File: src/rtl/servo_pwm_bank.sv
// servo_pwm_bank: multi-channel servo PWM with clamped, slew-limited pulse-width commands
module servo_pwm_bank #(
  parameter int NCH     = 4,
  parameter int CNT_W   = 12,
  parameter int PERIOD  = 3072,
  parameter int MIN_PW  = 154,
  parameter int MAX_PW  = 307,
  parameter int STOP_PW = 230,
  parameter int STEP    = 16
) (
  input  logic                  clk,
  input  logic                  reset,
  input  logic [NCH-1:0]        ch_en_i,
  input  logic                  cmd_valid_i,
  output logic                  cmd_ready_o,
  input  logic [$clog2(NCH):0]  cmd_ch_i,
  input  logic [CNT_W-1:0]      cmd_width_i,
  output logic [NCH-1:0]        pwm_o,
  output logic                  frame_sync_o,
  output logic [NCH-1:0]        settled_o,
  output logic                  cmd_err_o
);
  localparam int CH_W = $clog2(NCH) + 1;
  localparam logic [CNT_W-1:0] LAST   = CNT_W'(PERIOD - 1);
  localparam logic [CNT_W-1:0] MIN_C  = CNT_W'(MIN_PW);
  localparam logic [CNT_W-1:0] MAX_C  = CNT_W'(MAX_PW);
  localparam logic [CNT_W-1:0] STOP_C = CNT_W'(STOP_PW);
  localparam logic [CNT_W-1:0] STEP_C = CNT_W'(STEP);
  localparam logic [CNT_W:0]   STEP_W = (CNT_W + 1)'(STEP);

  if (MAX_PW >= PERIOD || MIN_PW > MAX_PW) begin : g_bad_cfg
    $error("servo_pwm_bank: pulse-width range must satisfy MIN_PW <= MAX_PW < PERIOD");
  end

  logic [CNT_W-1:0] cnt_q, cnt_d, wc;
  logic [CNT_W-1:0] tgt_q [NCH];
  logic [CNT_W-1:0] tgt_d [NCH];
  logic [CNT_W-1:0] act_q [NCH];
  logic [CNT_W-1:0] act_d [NCH];
  logic [NCH-1:0]   pwm_q, pwm_d, settled_q, settled_d;
  logic [CNT_W:0]   diff, mag;
  logic             fs_q, err_q, err_d, last, accept, ch_ok;

  // Frame counter, command capture and once-per-frame slew of the applied widths
  always_comb begin
    last        = cnt_q == LAST;
    cnt_d       = last ? '0 : cnt_q + 1'b1;
    cmd_ready_o = !reset && !last;
    accept      = cmd_valid_i && cmd_ready_o;
    ch_ok       = cmd_ch_i < CH_W'(NCH);
    wc          = cmd_width_i < MIN_C ? MIN_C : cmd_width_i > MAX_C ? MAX_C : cmd_width_i;
    err_d       = accept && (!ch_ok || wc != cmd_width_i);
    diff        = '0;
    mag         = '0;
    for (int i = 0; i < NCH; i++) begin
      tgt_d[i]     = accept && ch_ok && cmd_ch_i == CH_W'(i) ? wc : tgt_q[i];
      diff         = {1'b0, tgt_q[i]} - {1'b0, act_q[i]};
      mag          = diff[CNT_W] ? -diff : diff;
      act_d[i]     = !last ? act_q[i] :
                     (STEP == 0 || mag <= STEP_W) ? tgt_q[i] :
                     diff[CNT_W] ? act_q[i] - STEP_C : act_q[i] + STEP_C;
      pwm_d[i]     = ch_en_i[i] && cnt_q < act_q[i];
      settled_d[i] = act_q[i] == tgt_q[i];
    end
  end

  // State and registered outputs
  always_ff @(posedge clk) begin
    if (reset) begin
      cnt_q     <= '0;
      fs_q      <= 1'b0;
      err_q     <= 1'b0;
      pwm_q     <= '0;
      settled_q <= '1;
      for (int i = 0; i < NCH; i++) begin
        tgt_q[i] <= STOP_C;
        act_q[i] <= STOP_C;
      end
    end else begin
      cnt_q     <= cnt_d;
      fs_q      <= last;
      err_q     <= err_d;
      pwm_q     <= pwm_d;
      settled_q <= settled_d;
      tgt_q     <= tgt_d;
      act_q     <= act_d;
    end
  end

  assign pwm_o        = pwm_q;
  assign frame_sync_o = fs_q;
  assign settled_o    = settled_q;
  assign cmd_err_o    = err_q;
endmodule
File: config.mk
export PLATFORM = sky130hd
export DESIGN_NAME = servo_pwm_bank
export DESIGN_NICKNAME = d
export VERILOG_FILES = /design/src/rtl/servo_pwm_bank.sv
export SDC_FILE = /design/constraint.sdc
export NUM_CORES = 1
export LEC_CHECK = 0
export BUFFER_PORTS_ARGS = -buffer_cell sky130_fd_sc_hd__buf_2
export CORE_ASPECT_RATIO = 1.2
export CORE_UTILIZATION = 39
export DETAILED_ROUTE_END_ITERATION = 10
export GPL_TIMING_DRIVEN = 0
export HOLD_SLACK_MARGIN = 0.03
export PLACE_DENSITY = 0.54
export RECOVER_POWER = 25
export SETUP_SLACK_MARGIN = 0.2
export SYNTH_ARGS = -nofsm -noshare
export SYNTH_HDL_FRONTEND = slang
export SYNTH_SLANG_ARGS = --single-unit
File: constraint.sdc
create_clock -name clk -period 4 [get_ports clk]
set_input_delay 0.4 -clock clk [delete_from_list [all_inputs] [get_ports clk]]
set_output_delay 0.4 -clock clk [all_outputs]
set_load 0.05 [all_outputs]
==> flow_metrics.tcl <==
set metrics [dict create \
    antennaDiodeCount 0 \
    synth-seq-cells 118 \
    antenna_left 0 \
    postSynth.asyncResetShare_pct 0 \
    path_clk_slew_ns 0.06 \
    ir_drop_mv 0.2851 \
    hold_path_depth 3 \
    fin_crit_sh_pct 94.48 \
    rows 64 \
    required_ns 3.60 \
    port-buffer-count 32 \
    crit_slowest_cell "dfxtp_1" \
    cap_violations 0 \
    worstRegToRegCells 10 \
    r2r_start "cnt_q[1]" \
    synth-edff-count 0 \
    cp.arrival_ns 3.38 \
    cts-root-buf "clkbuf_16" \
    worstReg2RegEnd "act_q[31]" \
    core_um2 25700 \
    crit_chain "ha_1, nand3_1, nor3_1, and3_1, nand3b_1, nand2_4, inv_1, clkbuf_2, buf_2" \
    synthFlopType "dfxtp_1" \
    die_w_um 150.2 \
    path_max_fanout 10 \
    layout.nets 1542 \
    fin_util_pct 48.40 \
    synth_most_common_cell "ha_1" \
    cts_tree "yes" \
    overflow 0 \
    drive_gt1_share_pct 16.75 \
    maxSlewViolCount 0 \
    r2r_setup_slack_ns 0.23 \
    syn_inst 1290 \
    setup_viol 0 \
    finClkSkew_ns 0.01075 \
    synthTopCellsByArea "dfxtp_1, ha_1, a21oi_1" \
    worstHoldPathType "primary input to flop" \
    cp.depth 9 \
    vias 10062 \
    syn_area_um2 10280 \
    tns_ns 0 \
    setup_ws_ns 0.2208 \
    dieHeight_um 179.8 \
    slowest_delay_ns 0.66 \
    route.detailed.drc 0 \
    dp_hpwl_um 23520 \
    worstSkewPairLatency_ns 0.43 \
    initial_core_util_pct 39.98 \
    synth_cell_types 92 \
    p_leak_nw 5.614 \
    powerDensity_nw_per_um2 318.1 \
    holdPathEnd "pwm_o[0]" \
    syn_to_final_growth_pct 21.05 \
    fmax_mhz 264.6 \
    min_period_ns 3.779 \
    grt_usage_pct 24.45 \
    yosys_warnings 0 \
    worstSetupPathType "flop to primary output" \
    synth_area_per_cell_um2 7.967 \
    finalWirelength_um 33250 \
    cp-end-kind "primary output" \
    clk_path_buf_depth 2 \
    grt_first_pass_wirelength_um 50890 \
    n_fill_cell 2495 \
    wl_per_cell_um 19.19 \
    yosysSeqAreaShare_pct 22.99 \
    dr.first_iter.drc_count 613 \
    outcome "complete, no violations" \
    grt_pass1_vias 9350 \
    yosysTopAreaCell "dfxtp_1" \
    grt_start_max_net_pins 17 \
    cp-start-kind "flop" \
    synthTopCellsByCount "ha_1, dfxtp_1, nand2_1, nor2_1, a21oi_1" \
    worst_pin_slew_ns 1.002 \
    path_buf_inv 3 \
    gp_congestion 0.8296 \
    yosysTopAreaCellShare_pct 22.99 \
    antenna_found_initial 0 \
    clkSinkCount 118 \
    rsz0062_at_grt "yes" \
    via_per_inst 5.806 \
    hp-start "ch_en_i[0]" \
    maxSlewHeadroom_pct 33.21 \
    cp_top_family "simple AND/OR/NAND/NOR gates" \
    io_pins 33 \
    die_area_um2 27010 \
    synth_nets 1441 \
    finalHoldViolCount 0 \
    hold_buffers 0 \
    post-place-ws_ns -0.6547 \
    numCtsBuffers 17 \
    first_pass_iters 5 \
    ctsHtreeMaxLevel 4 \
]
[power breakdown]
part,total [W],internal [W],switching [W]
Clock,0.00162,0.00102,0.000601
Combinational,0.00112,0.000488,0.000636
Sequential,0.00121,0.00119,0.0000205
[per-layer routing]
layer | wire, um | up-vias | global-route usage, %
li1 | - | 4964 | -
met1 | 14470 | 4818 | 30.35
met2 | 16450 | 231 | 42.63
met3 | 1548 | 49 | 3.655
met4 | 780 | 0 | 8.000
met5 | 0 | - | 0
[layout by cell type, fill, tap and decap left out, drive strengths merged, types with 29 or more instances in the layout]
cell and count:
o211ai 32, ha 121, a21oi 93, nor3 37, xnor2 40, nand2 102, nand3 36, inv 85
o21ai 63, a21o 29, clkbuf 71, buf 78, dfxtp 118, nor2 102
[logic make-up after synthesis]
| kind of cell | after synthesis | share of synthesized area [%] |
|---|---|---|
| simple gates | 439 | 22.07 |
| fa+ha+maj | 129 | 16.29 |
| mux | 23 | 2.289 |
| flops | 118 | 22.99 |
| buf+inv | 135 | 5.004 |
| xor+xnor | 64 | 5.454 |
| compound gates | 382 | 25.91 |
[worst min-delay path, delay by kind of cell]
kind / cells / cell delay (ns)
buf+inv: 1 / 0.10
compound gates: 1 / 0.04
simple gates: 1 / 0.06
[final cells by class]
class / count / area, um2 / area share, %
buffer: 44 / 229.0 / 1.840
clock buffer: 22 / 474.2 / 3.812
clock inverter: 9 / 125.1 / 1.006
inverter: 90 / 352.8 / 2.836
multi-input combinational: 1037 / 7919 / 63.65
sequential: 118 / 2376 / 19.10
tap: 330 / 412.9 / 3.319
timing repair buffer: 83 / 551.8 / 4.435
[stage by stage]
stage / instances / cell area, um2 / hold slack, ns / total power, W
after floorplan: 1290 / 10310 / 0.4345 / 0.001881
after global placement: 1652 / 10880 / 0.4459 / 0.002089
after detailed placement: 1653 / 10900 / 0.4555 / 0.002097
after CTS: 1711 / 11850 / 0.2117 / 0.003820
after global routing: 1733 / 12440 / 0.2278 / 0.004106
final: 1733 / 12440 / 0.2192 / 0.003957
[what timing repair did]
item                                    4_1_cts  5_1_grt
pin swaps                                    20       41
endpoints found under the setup margin       64       49
cloned                                        0        2
resized for setup                            42      105
setup buffers                                27       21
[worst max path at each step]
stage                    from           to
global placement    tgt_q[24]    act_q[35]
CTS                 tgt_q[24]    act_q[35]
floorplan           act_q[41]    act_q[47]
detailed placement  tgt_q[24]    act_q[35]
global route         cnt_q[1]  cmd_ready_o
finish               cnt_q[1]  cmd_ready_o
[registers in the layout, indices dropped and copies added (netlist names)]
| signal | cells |
|---|---|
| settled_o | 4 |
| cnt_q | 12 |
| tgt_q | 48 |
| cmd_err_o | 1 |
| frame_sync_o | 1 |
| pwm_o | 4 |
| act_q | 48 |
Note: power is estimated with default switching activity, not from simulation.
